`config.mk`:
```
export PLATFORM = sky130hd
export DESIGN_NAME = note_decoder_sustain
export DESIGN_NICKNAME = d
export VERILOG_FILES = /design/src/rtl/note_decoder_sustain.sv
export SDC_FILE = /design/constraint.sdc
export NUM_CORES = 1
export LEC_CHECK = 0
export ABC_AREA = 1
export CAP_MARGIN = 25
export CORE_MARGIN = 2
export CORE_UTILIZATION = 47
export CTS_CLUSTER_SIZE = 16
export DETAILED_ROUTE_END_ITERATION = 10
export PLACE_DENSITY = 0.74
export SYNTH_ARGS = -nofsm -noshare
export SYNTH_HDL_FRONTEND = slang
export SYNTH_SLANG_ARGS = --single-unit
export TNS_END_PERCENT = 10
```
`constraint.sdc`:
```
create_clock -name clk -period 1.5 [get_ports clk]
set_input_delay 0.3 -clock clk [delete_from_list [all_inputs] [get_ports clk]]
set_output_delay 0.3 -clock clk [all_outputs]
set_load 0.01 [all_outputs]
```
`src/rtl/note_decoder_sustain.sv`:
```
// Key index -> registered one-hot note select with last-key retrigger, release hold and on/off pulses.
// Latency: one cycle from sampled inputs to out/active/note_on/note_off.
// Backpressure: none; a new key index is accepted every cycle while enable is high.
module note_decoder_sustain #(
  parameter int SEL_W = 2,
  parameter int CNT_W = 8
) (
  input  logic                  clk,
  input  logic                  reset_n,
  input  logic [SEL_W-1:0]      in,
  input  logic                  enable,
  input  logic [CNT_W-1:0]      sustain_len,
  output logic [(2**SEL_W)-1:0] out,
  output logic                  active,
  output logic                  note_on,
  output logic                  note_off
);

  localparam int OUT_W = 2 ** SEL_W;

  typedef enum logic [1:0] {
    IDLE    = 2'd0,
    PLAY    = 2'd1,
    RELEASE = 2'd2
  } state_e;

  state_e             state_q, state_d;
  logic [SEL_W-1:0]   idx_q, idx_d;
  logic [CNT_W-1:0]   cnt_q, cnt_d;
  logic [OUT_W-1:0]   out_q, out_d;
  logic               active_q, active_d;
  logic               note_on_q, note_on_d;
  logic               note_off_q, note_off_d;

  // State register plus all registered outputs; reset silences everything without a note_off.
  always_ff @(posedge clk or negedge reset_n) begin
    if (!reset_n) begin
      state_q    <= IDLE;
      idx_q      <= '0;
      cnt_q      <= '0;
      out_q      <= '0;
      active_q   <= 1'b0;
      note_on_q  <= 1'b0;
      note_off_q <= 1'b0;
    end else begin
      state_q    <= state_d;
      idx_q      <= idx_d;
      cnt_q      <= cnt_d;
      out_q      <= out_d;
      active_q   <= active_d;
      note_on_q  <= note_on_d;
      note_off_q <= note_off_d;
    end
  end

  // Next state, latched key, release countdown and pulse generation.
  always_comb begin
    state_d    = state_q;
    idx_d      = idx_q;
    cnt_d      = cnt_q;
    note_on_d  = 1'b0;
    note_off_d = 1'b0;

    case (state_q)
      IDLE: begin
        if (enable) begin
          state_d   = PLAY;
          idx_d     = in;
          note_on_d = 1'b1;
        end
      end

      PLAY: begin
        if (enable) begin
          // Last key wins: switch note in place, out never passes through zero.
          if (in != idx_q) begin
            idx_d     = in;
            note_on_d = 1'b1;
          end
        end else if (sustain_len == '0) begin
          state_d    = IDLE;
          note_off_d = 1'b1;
        end else begin
          // Sustain length is captured only here; later changes do not affect this release.
          state_d = RELEASE;
          cnt_d   = sustain_len;
        end
      end

      RELEASE: begin
        if (enable) begin
          // Any press during release retriggers, even the same key.
          state_d   = PLAY;
          idx_d     = in;
          cnt_d     = '0;
          note_on_d = 1'b1;
        end else if (cnt_q <= CNT_W'(1)) begin
          // cnt==0 cannot occur here; treating it as expiry keeps the FSM from sticking.
          state_d    = IDLE;
          cnt_d      = '0;
          note_off_d = 1'b1;
        end else begin
          cnt_d = cnt_q - CNT_W'(1);
        end
      end

      default: begin
        state_d = IDLE;
        idx_d   = '0;
        cnt_d   = '0;
      end
    endcase
  end

  // One-hot decode of the next latched key; zero whenever the next state is silent.
  always_comb begin
    out_d    = '0;
    active_d = (state_d != IDLE);
    if (state_d != IDLE) begin
      out_d[idx_d] = 1'b1;
    end
  end

  assign out      = out_q;
  assign active   = active_q;
  assign note_on  = note_on_q;
  assign note_off = note_off_q;

endmodule

```
==> results of run 1 <==
[Yosys cell counts]
library cell | number | area, µm²
nor3_1 | 1 | 5.00
dfrtp_1 | 19 | 475
o21ai_0 | 5 | 25.0
o21ai_1 | 4 | 20.0
nor2_4 | 2 | 22.5
inv_1 | 23 | 86.3
buf_2 | 1 | 5.00
nand2_1 | 69 | 259
nand3_1 | 10 | 50.1
ha_1 | 6 | 75.1
nor2_2 | 3 | 18.8
nand2_2 | 2 | 12.5
nor2_1 | 13 | 48.8
buf_6 | 1 | 11.3
nand3_2 | 1 | 10.0
o22ai_1 | 1 | 6.26
a31oi_1 | 1 | 6.26
inv_2 | 2 | 7.51
xnor2_1 | 1 | 8.76
nand4_1 | 1 | 6.26
xor2_1 | 2 | 17.5
o21ai_2 | 1 | 8.76
a21oi_1 | 8 | 40.0
[flip-flops by register name, summed over array words and instances, names as in the netlist]
name	count
idx_q	2
state_q	2
note_on	1
note_off	1
out	4
cnt_q	8
active	1
[how the worst min path moves through the flow]
| stage | start | slack [ns] | endpoint | depth (start not counted) |
|---|---|---|---|---|
| floorplan | reset_n | 0.004 | active$_DFF_PN0_ | 0 |
| global placement | cnt_q[1]$_DFFE_PN0P_ | 0.48 | cnt_q[1]$_DFFE_PN0P_ | 2 |
| detailed placement | cnt_q[1]$_DFFE_PN0P_ | 0.49 | cnt_q[1]$_DFFE_PN0P_ | 2 |
| CTS | reset_n | 0.32 | idx_q[0]$_DFF_PN0_ | 2 |
| global route | reset_n | 0.34 | cnt_q[3]$_DFFE_PN0P_ | 2 |
| finish | reset_n | 0.31 | cnt_q[3]$_DFFE_PN0P_ | 2 |
[cells by family after synthesis]
kind of cell,Yosys count
AOI/OAI and AO/OA,20
DFF,19
and+or+nand+nor,102
adders and majority gates,6
xor gates and xnor gates,3
buffers and inverters,27
[cells in the final DEF, fill, tap and decap left out, types with 2 or more instances in the layout]
cell	n
clkbuf_4	3
clkdlybuf4s50_1	17
nand2_1	64
nor2_1	11
dfrtp_1	18
a21oi_2	4
nand2_2	5
buf_4	15
xor2_1	2
ha_1	2
ha_2	2
nand3_1	10
inv_2	8
o21ai_1	4
nor2_4	3
nand2_4	2
dlygate4sd2_1	2
nor2_2	4
inv_1	17
o21ai_0	5
a21oi_1	4
ha_4	2
[per-stage QoR]
step	hold slack, ns	instance area [µm²]	total power (W)
final	0.311	1670	0.00325
after global routing	0.338	1670	0.00353
after CTS	0.317	1580	0.00300
after detailed placement	0.487	1550	0.00272
after global placement	0.477	1550	0.00267
after floorplan	0.00441	1230	0.00204
[layer usage]
metal	part of all wire, %	wire length [µm]
met5	0	0
met4	1.7	49
met3	2.7	76
met2	52	1460
met1	43	1220
[layout make-up]
cell class                 count  area (µm²)  share of cell area, %
multi-input combinational    131         718                   42.9
timing repair buffer          35         320                   19.1
clock inverter                 1        5.00                  0.299
inverter                      25        93.8                   5.61
clock buffer                   3        22.5                   1.35
tap                           30        37.5                   2.24
sequential                    19         477                   28.5
[timing repair]
item | 4_1_cts | 5_1_grt
setup endpoints to repair | 11 | 21
resized for setup | 4 | 25
pin swaps | 0 | 7
setup buffers | 0 | 3
[where the power goes]
part / internal [W] / switching [W] / leakage, nW / total [W]
clock network: 0.0000996 / 0.000163 / 0.0177 / 0.000263
logic: 0.000897 / 0.00127 / 0.607 / 0.00217
registers: 0.000690 / 0.000131 / 0.251 / 0.000820
total: 0.00169 / 0.00157 / 0.876 / 0.00325
==> flow_summary_export.csv, run 1 <==
group,metric,value,unit
place,place_ws,-0.220,ns
place,numPortBuffers,19,
critical_path,crit_type,"flip-flop to output port",
timing,fin_crit,1.48,ns
critical_path,r2r_setup_slack,0.02,ns
timing,rsz0062_at_grt,"true",
critical_path,cp_data_arrival_time,1.18,ns
place,routabilityCongestion,0.853,
timing,worstMarginPinSlew,0.333,ns
critical_path,cpMaxStageDelayCell,"clkdlybuf4s50_1",
timing,relSlewSlack,77.6,%
critical_path,crit_path_cell_trace,"clkdlybuf4s50_1",
cells_and_area,syn_to_final_growth,36.5,%
floorplan,core,0.00248,mm²
logic_synthesis,yosys.area_share.simple,35.3,%
timing,setup_violations,0,
logic_synthesis,yosysUniqueCellTypes,23,
cells_and_area,n_fill_cell,219,
critical_path,critPathMaxFanout,1,
clock_tree,cts_buffer_depth,2,
logic_synthesis,synth_area,0.00123,mm²
place,dpl.hpwl,2200,µm
clock_tree,cts-hold-fix-buffers,0,
grt,use_met1,24.9,%
detailed_routing,viasPerCell,4.96,
grt,grt_pass1_wl,4600,µm
detailed_routing,first_pass_iters,4,
grt,grt_start_max_net_pins,20,
logic_synthesis,seq_area_frac_synth,38.8,%
detailed_routing,vias,1211,
grt,grt-busiest-layer,"met2",
critical_path,reg2reg_to,"out[2]$_DFF_PN0_",
critical_path,cp.depth,1,
detailed_routing,wl_per_cell,11.5,µm
logic_synthesis,synthMuxAreaShare,0,%
timing,slew_viol_final,0,
floorplan,start_util,49.5,%
timing,fin_ws,0.0228,ns
logic_synthesis,synth_xor_area_share,2.14,%
cells_and_area,drive_above_1_share,24.8,%
logic_synthesis,yosys_warnings,0,
clock_tree,cts_tree,"yes",
critical_path,max_stage_delay,0.53,ns
timing,skew,0.00538,ns
critical_path,reg2reg_from,"cnt_q[0]$_DFFE_PN0P_",
clock_tree,cts_max_level,1,
cells_and_area,nets,234,
job,cap_violations,0,
cells_and_area,diodes,0,
floorplan,io_pins,20,
detailed_routing,post-route-drc-count,0,
logic_synthesis,synth_compound_area_share,8.67,%
cells_and_area,stdcell_count,244,
critical_path,r2r_cells,11,
detailed_routing,ant_nets,0,
critical_path,crit_buf_inv,1,
detailed_routing,drt_iter0_drc,19,
clock_tree,clkSlewWorstSetupHoldPaths,0.11,ns
logic_synthesis,synth_seq_cells,19,
clock_tree,numCtsBuffers,3,
detailed_routing,routed_wl,2810,µm
logic_synthesis,synth_fa_ha_area_share,6.12,%
clock_tree,clk_latency,0.30,ns
timing,timing.fmax,0.677,GHz
timing,hold_viol,0,
grt,antenna_found_initial,0,
logic_synthesis,synth_top_family_by_area,"simple AND/OR/NAND/NOR gates",
floorplan,dieHeight,55.1,µm
critical_path,cp-start-kind,"flip-flop",
critical_path,end_kind,"output port",
grt,grt_pass1_vias,1110,
floorplan,rows,18,
critical_path,critPathTopFamily,"buffers and inverters",
logic_synthesis,postSynthAreaPerCell,6.93,µm²
grt,use_met2,39.7,%
logic_synthesis,synth_nets,196,
grt,grt_use_total,21.2,%
place,placed_cells,237,
worst_hold_path,hold_path_class,"input port to asynchronous set/reset pin",
outcome,status,"finished, final reports clean",
pwr,peakVddDrop,1200,µV
floorplan,die_w,55.1,µm
pwr,p_per_area,1940,mW/mm²
timing,period_share,98.5,%
clock_tree,root_buffer,"clkbuf_4",
timing,tns,0,ns
grt,overflow,0,
cells_and_area,final_core_util,67.6,%
critical_path,cp-endpoint,"out[0]",
critical_path,startpoint,"out[0]$_DFF_PN0_",
critical_path,crit_required,1.20,ns
clock_tree,cts_sinks,19,
logic_synthesis,synthCells,177,
pwr,p_leak,0.876,nW
grt,grt_util_met3,1.61,%
floorplan,die_area,0.00303,mm²
(Power assumes the default switching activity.)
==> run 2, diff against run 1 <==
--- a/config.mk
+++ b/config.mk
@@ -7,7 +7,7 @@
 export LEC_CHECK = 0
 export ABC_AREA = 1
 export CAP_MARGIN = 25
-export CORE_MARGIN = 2
+export CORE_MARGIN = 8
 export CORE_UTILIZATION = 47
 export CTS_CLUSTER_SIZE = 16
 export DETAILED_ROUTE_END_ITERATION = 10
==> constraint.sdc (replaced) <==
create_clock -name clk -period 1.3 [get_ports clk]
set_input_delay 0.26 -clock clk [delete_from_list [all_inputs] [get_ports clk]]
set_output_delay 0.26 -clock clk [all_outputs]
set_load 0.01 [all_outputs]
==> run 2 against run 1 <==
  * Non-clock buffer count rose by 14
  * Clock skew shrank 0.0021 ns
  * The run now ends with setup timing left
  * Worst setup slack got worse by 0.22 ns
  * Core utilization rose by 5.2 points
  * Design area up 7.6%
  * Total power up 27%
  * Flip-flop and latch count did not move
  * Highest routed layer unchanged
  * Worst hold slack got worse by 0.035 ns
  * Via count is 6.3% higher
==> flow_summary_export.csv, run 2 (synthesized netlist as in run 1, its figures left out) <==
group,metric,value,unit
clock_tree,cts_sinks,19,
timing,timing.fmax,0.670,GHz
critical_path,critPathMaxFanout,6,
timing,period_share,115,%
critical_path,end_kind,"flip-flop",
detailed_routing,vias,1287,
critical_path,reg2reg_to,"out[3]$_DFF_PN0_",
floorplan,die_area,0.00450,mm²
critical_path,r2r_setup_slack,-0.19,ns
cells_and_area,largest_reg_flops,8,
floorplan,die_w,67.1,µm
clock_tree,cts_buffer_depth,2,
worst_hold_path,hold_path_class,"input port to asynchronous set/reset pin",
job,cap_violations,0,
timing,slew_viol_final,0,
outcome,violations,"setup timing",
detailed_routing,viasPerCell,4.99,
floorplan,rows,18,
critical_path,max_stage_delay,0.46,ns
clock_tree,clk_latency,0.30,ns
cells_and_area,diodes,0,
floorplan,dieHeight,67.1,µm
floorplan,io_pins,20,
timing,hold_viol,0,
cells_and_area,n_fill_cell,194,
critical_path,startpoint,"cnt_q[0]$_DFFE_PN0P_",
clock_tree,clkSlewWorstSetupHoldPaths,0.11,ns
critical_path,crit_type,"flip-flop to flip-flop",
detailed_routing,ant_nets,0,
critical_path,cp-endpoint,"out[3]$_DFF_PN0_",
critical_path,cpMaxStageDelayCell,"dfrtp_2",
pwr,p_per_area,2280,mW/mm²
clock_tree,cts_max_level,1,
timing,fin_crit,1.49,ns
timing,worstMarginPinSlew,0.365,ns
place,routabilityCongestion,0.860,
timing,relSlewSlack,75.4,%
critical_path,cp-start-kind,"flip-flop",
critical_path,crit_buf_inv,2,
grt,grt_start_max_net_pins,20,
floorplan,start_util,49.5,%
cells_and_area,nets,248,
grt,overflow,0,
grt,grt_pass1_vias,1312,
cells_and_area,final_cell_area,0.00180,mm²
timing,rsz0062_at_grt,"true",
clock_tree,numCtsBuffers,3,
detailed_routing,drt_iter0_drc,107,
outcome,status,"complete, but fails checks",
detailed_routing,post-route-drc-count,0,
critical_path,crit_required,1.50,ns
critical_path,cp.depth,11,
critical_path,crit_path_cell_trace,"inv_2 -> ha_4 -> inv_2 -> nand2_2 -> nand2_2 -> nor2_4 -> nand2_1 -> nand2_1 -> nand2_2 -> nand2_4 -> a21oi_2",
cells_and_area,drive_above_1_share,30.7,%
cells_and_area,syn_to_final_growth,46.9,%
critical_path,path_common_cell,"nand2_2",
pwr,p_leak,0.972,nW
timing,fin_ws,-0.193,ns
critical_path,critPathTopFamily,"simple AND/OR/NAND/NOR gates",
timing,setup_violations,17,
timing,skew,0.00329,ns
critical_path,reg2reg_from,"cnt_q[0]$_DFFE_PN0P_",
critical_path,r2r_cells,11,
pwr,peakVddDrop,1480,µV
floorplan,core,0.00248,mm²
place,dpl_cell_area,0.00166,mm²
critical_path,cp_data_arrival_time,1.69,ns
cells_and_area,top_register,"cnt_q",
cells_and_area,layout.cells.most_common_list,"nand2_1, buf_4, inv_1, dfrtp_1, clkdlybuf4s50_1",
place,numPortBuffers,19,
timing,tns,-2.37,ns
place,dpl.hpwl,2500,µm
clock_tree,root_buffer,"clkbuf_4",
grt,grt_pass1_wl,5440,µm
grt,antenna_found_initial,0,
detailed_routing,wl_per_cell,13.2,µm
grt,grt_use_total,15.6,%
clock_tree,cts_tree,"yes",
cells_and_area,final_common_cell,"nand2_1",
detailed_routing,first_pass_iters,4,
detailed_routing,routed_wl,3410,µm
run 2: cell types whose count changed in the layout (fill, tap and decap cells not counted), moves of 2 or more:
cell | previous run | this run
clkdlybuf4s50_1 | 17 | 12
nand2_2 | 5 | 7
buf_4 | 15 | 29
dlygate4sd2_1 | 2 | 7
nand3_4 | 0 | 2
run 2: how the worst min path moves through the flow:
stage                                      end                  from  cells past startpoint
after floorplan               active$_DFF_PN0_               reset_n                      0
after global placement    cnt_q[1]$_DFFE_PN0P_  cnt_q[1]$_DFFE_PN0P_                      2
after detailed placement  cnt_q[1]$_DFFE_PN0P_  cnt_q[1]$_DFFE_PN0P_                      2
after CTS                 cnt_q[4]$_DFFE_PN0P_               reset_n                      2
after global routing          active$_DFF_PN0_               reset_n                      2
final                     cnt_q[2]$_DFFE_PN0P_               reset_n                      2
run 2: worst reg2reg max path, cell delays in order, from the launching register on:
cell	delay, ns
dfrtp_2	0.46
inv_2	0.09
ha_4	0.15
inv_2	0.04
nand2_2	0.05
nand2_2	0.06
nor2_4	0.16
nand2_1	0.08
nand2_1	0.07
nand2_2	0.06
nand2_4	0.10
a21oi_2	0.06
run 2: layer usage:
layer / vias up / share of wire (%) / wire, µm / track usage (%)
met3: 7 / 4.4 / 150 / 3.19
li1: 647 / - / - / -
met5: - / 0 / 0 / 0
met1: 599 / 40 / 1370 / 17.0
met2: 34 / 54 / 1830 / 28.1
met4: 0 / 1.7 / 59 / 7.05
run 2: power by group:
group | leakage (nW) | switching [W] | internal (W) | total, W
clock network | 0.0177 | 0.000195 | 0.000115 | 0.000310
logic | 0.703 | 0.00161 | 0.00125 | 0.00286
registers | 0.251 | 0.000146 | 0.000795 | 0.000941
total | 0.972 | 0.00196 | 0.00216 | 0.00411
run 2: metrics by stage:
step / hold WS [ns] / setup WS [ns] / util [%] / instances / total power [W]
finish: 0.276 / -0.193 / 72.7 / 258 / 0.00411
global route: 0.298 / -0.292 / 72.7 / 258 / 0.00444
CTS: 0.279 / -0.171 / 69.3 / 256 / 0.00377
detailed placement: 0.495 / -0.408 / 66.9 / 250 / 0.00339
global placement: 0.483 / -0.369 / 66.9 / 250 / 0.00332
floorplan: -0.0356 / 0.00162 / - / 177 / 0.00239
run 2: final cells by class:
cell class	count	area, µm²	share of cell area [%]
well taps	30	37.5	2.08
inverters	25	93.8	5.21
repair buffers	49	419	23.3
multi-input cells	131	747	41.5
flip-flops and latches	19	477	26.5
clock inverters	1	5.00	0.278
clock buffers	3	22.5	1.25
run 2: timing repair:
item                                    4_1_cts  5_1_grt
resized for setup                            15       21
setup buffers                                 2        2
pin swaps                                     0        8
endpoints found under the setup margin       24       18
hold buffers                                  0        0
